**config.mk**
```make
export PLATFORM = sky130hd
export DESIGN_NAME = exec_sequencer
export DESIGN_NICKNAME = d
export VERILOG_FILES = /design/src/rtl/exec_sequencer.sv
export SDC_FILE = /design/constraint.sdc
export NUM_CORES = 1
export LEC_CHECK = 0
export BUFFER_PORTS_ARGS = -buffer_cell sky130_fd_sc_hd__clkbuf_2
export CAP_MARGIN = 20
export CORE_UTILIZATION = 29
export CTS_BUF_LIST = sky130_fd_sc_hd__clkbuf_16
export CTS_CLUSTER_SIZE = 25
export DETAILED_ROUTE_END_ITERATION = 10
export GPL_ROUTABILITY_DRIVEN = 1
export PLACE_DENSITY = 0.47
export SLEW_MARGIN = 5
export SYNTH_ARGS = -nofsm -noshare
export SYNTH_HDL_FRONTEND = slang
export SYNTH_SLANG_ARGS = --single-unit
export TNS_END_PERCENT = 30
```
**constraint.sdc**
```tcl
create_clock -name clk -period 9.15 [get_ports clk]
set_input_delay 0.4575 -clock clk [delete_from_list [all_inputs] [get_ports clk]]
set_output_delay 0.4575 -clock clk [all_outputs]
set_load 0.05 [all_outputs]
```
**src/rtl/exec_sequencer.sv**
```systemverilog
// exec_sequencer
// ---------------------------------------------------------------------------
// Sits between decode and the execute unit. Decoded ops are buffered in a
// 2-entry FIFO and issued one per cycle as a single-cycle strobe on ex_*.
// A DIV holds the execute unit for DIV_CYCLES cycles. A PC-writing branch
// (add/branch with dest 0) squashes whatever is queued behind it. An
// external flush empties the buffer and aborts any DIV wait.
//
// Ports
//   clk, rst            clock, asynchronous active-high reset
//   in_valid_i          decoded op offered
//   in_ready_o          buffer has room (count < 2)
//   in_sel_i            circuit select code
//   in_dest_i           destination register
//   in_reg3_i           second destination (DIV remainder)
//   in_reg1_i/in_reg2_i operands
//   in_inc_i            carry-in
//   flush_i             pipeline flush
//   ex_valid_o          one-cycle issue strobe
//   ex_sel_o .. ex_inc_o  registered fields of the last issued op
//   busy_o              buffer non-empty or FSM not idle
//   dbg_state_o         current FSM state (0 IDLE, 1 DIV_WAIT, 2 BR_SHADOW)
//
// Handshake: an op transfers on a rising edge where in_valid_i && in_ready_o.
// in_ready_o depends only on the buffer occupancy, never on in_valid_i, and
// there is no same-cycle pass-through when the buffer is full. The producer
// must hold its op stable until it transfers. ex_valid_o has no back-pressure:
// the execute unit must take the op in the cycle it is strobed.
// ---------------------------------------------------------------------------
module exec_sequencer #(
  parameter int unsigned DIV_CYCLES = 34
) (
  input  logic        clk,
  input  logic        rst,
  input  logic        in_valid_i,
  output logic        in_ready_o,
  input  logic [4:0]  in_sel_i,
  input  logic [4:0]  in_dest_i,
  input  logic [4:0]  in_reg3_i,
  input  logic [31:0] in_reg1_i,
  input  logic [31:0] in_reg2_i,
  input  logic        in_inc_i,
  input  logic        flush_i,
  output logic        ex_valid_o,
  output logic [4:0]  ex_sel_o,
  output logic [4:0]  ex_dest_o,
  output logic [31:0] ex_reg3_o,
  output logic [31:0] ex_reg1_o,
  output logic [31:0] ex_reg2_o,
  output logic        ex_inc_o,
  output logic        busy_o,
  output logic [1:0]  dbg_state_o
);

  localparam logic [4:0] SEL_ADD  = 5'b00001;
  localparam logic [4:0] SEL_DIV  = 5'b01000;
  localparam logic [5:0] DIV_LOAD = 6'(DIV_CYCLES - 1);

  typedef enum logic [1:0] {
    ST_IDLE      = 2'd0,
    ST_DIV_WAIT  = 2'd1,
    ST_BR_SHADOW = 2'd2
  } state_e;

  typedef struct packed {
    logic [4:0]  sel;
    logic [4:0]  dest;
    logic [4:0]  reg3;
    logic [31:0] reg1;
    logic [31:0] reg2;
    logic        inc;
  } op_t;

  state_e     state_q, state_d;
  logic [5:0] div_cnt_q, div_cnt_d;
  logic       wr_ptr_q, wr_ptr_d;
  logic       rd_ptr_q, rd_ptr_d;
  logic [1:0] count_q, count_d;
  logic       ex_valid_q, ex_valid_d;
  op_t        ex_op_q, ex_op_d;
  op_t        fifo_mem_q [0:1];
  logic       mem_we;

  op_t  in_op;
  op_t  head;
  logic push;
  logic issue;

  assign in_op = '{sel: in_sel_i, dest: in_dest_i, reg3: in_reg3_i,
                   reg1: in_reg1_i, reg2: in_reg2_i, inc: in_inc_i};
  assign head  = fifo_mem_q[rd_ptr_q];

  assign in_ready_o = (count_q < 2'd2);
  assign push       = in_valid_i && in_ready_o;
  // Issue only from IDLE; a flush on the same edge wins.
  assign issue      = (state_q == ST_IDLE) && (count_q != 2'd0) && !flush_i;

  // State register
  always_ff @(posedge clk or posedge rst) begin
    if (rst) begin
      state_q   <= ST_IDLE;
      div_cnt_q <= 6'd0;
    end else begin
      state_q   <= state_d;
      div_cnt_q <= div_cnt_d;
    end
  end

  // Next-state logic
  always_comb begin
    state_d   = state_q;
    div_cnt_d = div_cnt_q;
    if (flush_i) begin
      state_d   = ST_IDLE;
      div_cnt_d = 6'd0;
    end else begin
      case (state_q)
        ST_IDLE: begin
          if (issue) begin
            if (head.sel == SEL_DIV) begin
              state_d   = ST_DIV_WAIT;
              div_cnt_d = DIV_LOAD;
            end else if (head.sel == SEL_ADD && head.dest == 5'd0) begin
              state_d = ST_BR_SHADOW;
            end
          end
        end
        ST_DIV_WAIT: begin
          // Leave on the edge the counter reaches zero, so the next op
          // issues exactly DIV_CYCLES cycles after the DIV strobe.
          div_cnt_d = div_cnt_q - 6'd1;
          if (div_cnt_q <= 6'd1) begin
            state_d = ST_IDLE;
          end
        end
        ST_BR_SHADOW: state_d = ST_IDLE;
        default:      state_d = ST_IDLE;
      endcase
    end
  end

  // FSM outputs
  always_comb begin
    busy_o      = (count_q != 2'd0) || (state_q != ST_IDLE);
    dbg_state_o = state_q;
  end

  // FIFO bookkeeping and issue register
  always_comb begin
    wr_ptr_d   = wr_ptr_q;
    rd_ptr_d   = rd_ptr_q;
    count_d    = count_q;
    mem_we     = 1'b0;
    ex_valid_d = issue;
    ex_op_d    = issue ? head : ex_op_q;
    if (flush_i) begin
      // Empty the buffer; a simultaneous push is dropped.
      rd_ptr_d = wr_ptr_q;
      count_d  = 2'd0;
    end else begin
      if (state_q == ST_BR_SHADOW) begin
        // Squash wrong-path ops; a push on this edge survives below.
        rd_ptr_d = wr_ptr_q;
        count_d  = 2'd0;
      end else if (issue) begin
        rd_ptr_d = rd_ptr_q + 1'b1;
        count_d  = count_q - 2'd1;
      end
      if (push) begin
        mem_we   = 1'b1;
        wr_ptr_d = wr_ptr_q + 1'b1;
        count_d  = count_d + 2'd1;
      end
    end
  end

  always_ff @(posedge clk or posedge rst) begin
    if (rst) begin
      wr_ptr_q   <= 1'b0;
      rd_ptr_q   <= 1'b0;
      count_q    <= 2'd0;
      ex_valid_q <= 1'b0;
      ex_op_q    <= '0;
    end else begin
      wr_ptr_q   <= wr_ptr_d;
      rd_ptr_q   <= rd_ptr_d;
      count_q    <= count_d;
      ex_valid_q <= ex_valid_d;
      ex_op_q    <= ex_op_d;
    end
  end

  // Storage needs no reset: count_q gates every read.
  always_ff @(posedge clk) begin
    if (mem_we) begin
      fifo_mem_q[wr_ptr_q] <= in_op;
    end
  end

  assign ex_valid_o = ex_valid_q;
  assign ex_sel_o   = ex_op_q.sel;
  assign ex_dest_o  = ex_op_q.dest;
  assign ex_reg3_o  = {27'd0, ex_op_q.reg3};
  assign ex_reg1_o  = ex_op_q.reg1;
  assign ex_reg2_o  = ex_op_q.reg2;
  assign ex_inc_o   = ex_op_q.inc;

endmodule

```
==> flow_summary_export.csv <==
group,metric,value,unit
run_status,status,"finished, final reports clean",
setup_path,crit_required,9620,ps
setup_path,worstPathMaxFanout,52,
timing,worst_pin_slew,998,ps
placement,dpl.cell_count,1211,
setup_path,arrival,3620,ps
synthesis,ys_async_sr_fraction,36.8,%
finish,antennaDiodeCount,0,
finish,layout-drive-gt1-share,27.3,%
timing,slew_viol_final,0,
synthesis,yosysUniqueCellTypes,41,
clock_tree,post_cts_buffers,0,
power,seqPwrFrac,38.5,%
clock_tree,root_buffer,"clkbuf_16",
synthesis,synth_seq_cells,253,
finish,final_util,36.7,%
synthesis,synth_area_leaders,"edfxtp_1, dfrtp_1, mux2i_1",
placement,io_buffers,168,
synthesis,syn_avg_cell_area,15.0,sq um
finish,mostFrequentLayoutCells,"clkbuf_2, edfxtp_1, dfrtp_1, nor2_1, a21oi_1",
setup_path,worst-path-buf-inv,1,
power,power,4.36,mW
floorplan,ios,196,
synthesis,yosys_warnings,0,
route,drc,0,
clock_tree,cts_sinks,253,
timing,fmax,317,MHz
clock_tree,cts_max_path_buffers,3,
route,wl_per_cell,15.7,um
clock_tree,cts-hold-fix-buffers,1,
timing,finalSetupViolations,0,
power,clockPowerShare,26.8,%
finish,syn_to_final_growth,23.4,%
synthesis,ys.flop_type,"edfxtp_1",
power,p_int,2.60,mW
synthesis,synthMuxAreaShare,8.56,%
route,via_per_inst,4.24,
setup_path,crit_path_end_kind,"register",
synthesis,yosys.area_share.adder,0.396,%
synthesis,yosys.area_share.simple,6.22,%
job,drv_cap,0,
grt,grt_overflow,0,
timing,slew_headroom,33.5,%
synthesis,synth_cells,631,
clock_tree,cts_resized,0,
floorplan,die_h,183,um
grt,grt_pass1_vias,5429,
route,ant_nets,0,
placement,gp_congestion,0.701,
clock_tree,clock_latency,560,ps
route,wl,19.9,mm
timing,min_period_over_period,34.5,%
synthesis,syn_area,9490,sq um
timing,clock_skew,18.1,ps
finish,fin_nets,896,
synthesis,synth_top_family_by_area,"multiplexers",
synthesis,synth_largest_area_cell,"edfxtp_1",
floorplan,die_w,183,um
setup_path,start_kind,"register",
synthesis,yosysSeqAreaShare,75.1,%
timing,min_period,3160,ps
power,pwr_density_cell,373,nW/um^2
route,dr.pass1.iters,4,
route,num_vias,5373,
timing,finalHoldViolCount,0,
synthesis,synthXorXnorAreaFrac,0,%
worst_hold_path,holdCritPathClass,"in -> reg",
synthesis,yosysTopAreaCellShare,50.6,%
power,switchingPower,1.76,mW
route,drt_iter0_drc,259,
floorplan,dieArea,33500,sq um
finish,fin_cells,1268,
clock_tree,clkTransAtPathRegs,60,ps
floorplan,start_util,29.8,%
setup_path,cp_top_family,"flip-flops",
grt,grt_max_degree,96,
power,peakVddDrop,0.152,mV
finish,final_common_cell,"clkbuf_2",
floorplan,core,31900,sq um
setup_path,slowest_stage,"dfrtp_4",
grt,grt.total_usage,12.0,%
power,power_frac_comb,34.7,%
clock_tree,cts_inserted_buffers,30,
placement,dp_hpwl,12.1,mm
power,leakagePower,4.64,nW
grt,grt_antenna_before_repair,4,
timing,rsz0062_at_grt,"no",
setup_path,cp_cell_sequence,"buf_4 > or4b_1 > a221o_1 > a21oi_2 > nor3b_2",
clock_tree,cts_tree,"built",
power,swShare,40.4,%
setup_path,worst-r2r-setup-slack,5990,ps
synthesis,synth-compound-area-share,5.76,%
timing,setup_tns,0,ps
floorplan,rows,65,
synthesis,synth_edf_count,160,
timing,hold_ws,84.4,ps
clock_tree,h-tree-depth,1,
grt,grt_pass1_wl,30.7,mm
setup_path,criticalPathCategory,"reg -> reg",
setup_path,slowest_delay,890,ps
## state kept, by name, summed over array words and instances (netlist names), 5 cells and up
signal,count
ex_reg2_o,32
ex_sel_o,5
div_cnt_q,6
ex_dest_o,5
ex_reg3_o,5
fifo_mem_q,160
ex_reg1_o,32
## Yosys cell counts (4+ instances only)
| cell | n |
|---|---|
| edfxtp_1 | 160 |
| nand3b_1 | 4 |
| inv_1 | 4 |
| buf_2 | 18 |
| a21oi_1 | 83 |
| nand2_1 | 6 |
| nor3_1 | 7 |
| buf_4 | 27 |
| dfrtp_1 | 93 |
| nor2_1 | 86 |
| mux2i_1 | 80 |
| nand3_1 | 4 |
| clkbuf_1 | 9 |
## cells by family (layout without fill, tap and decap cells)
logic type,count (synthesis),in the layout
other,1,27
AO/OA/AOI/OAI,102,102
adder cells (fa/ha/maj),3,3
flip-flops,253,253
buffers and inverters,63,239
multiplexers,81,81
AND/OR/NAND/NOR,128,128
## path summary, 6_finish.rpt
path,start,endpoint,cells after the start
setup / recovery,rd_ptr_q,dbg_state_o[0],5
hold / removal,in_reg1_i[14],fifo_mem_q[0][47],1
setup reg to reg,rd_ptr_q,dbg_state_o[0],5
hold reg to reg,ex_reg2_o[29],ex_reg2_o[29],2
max in group asynchronous,rst,rd_ptr_q,4
min in group asynchronous,rst,ex_reg1_o[19],3
## stage by stage
step	worst slack, ps	area [sq um]
floorplan	1690	9590
global placement	5960	10700
detailed placement	5910	10700
CTS	5900	11700
global route	5720	11700
finish	5990	11700
## power by group through the flow
stage	sequential, mW	clock (mW)	combinational, mW
after global routing	1.72	1.26	1.63
after detailed placement	1.71	0	1.54
after floorplan	2.26	0	0.620
after global placement	1.71	0	1.52
after CTS	1.69	1.21	1.54
final	1.68	1.17	1.51
## routing by layer
metal,track usage (%),up-vias,share of wire (%)
li1,-,2612,-
met1,14.9,2551,42
met2,19.6,161,47
met3,3.93,43,7.2
met4,3.97,6,3.2
met5,0,-,0.19
## layout make-up
cell class              instances  area (sq um)
inverters                       6          25.0
fillers                      3139         20200
multi-input cells             341          2110
clock inverters                26           236
clock buffers                  30           751
flip-flops and latches        253          7140
repair buffers                177           911
well taps                     435           544
(Power assumes the default switching activity.)
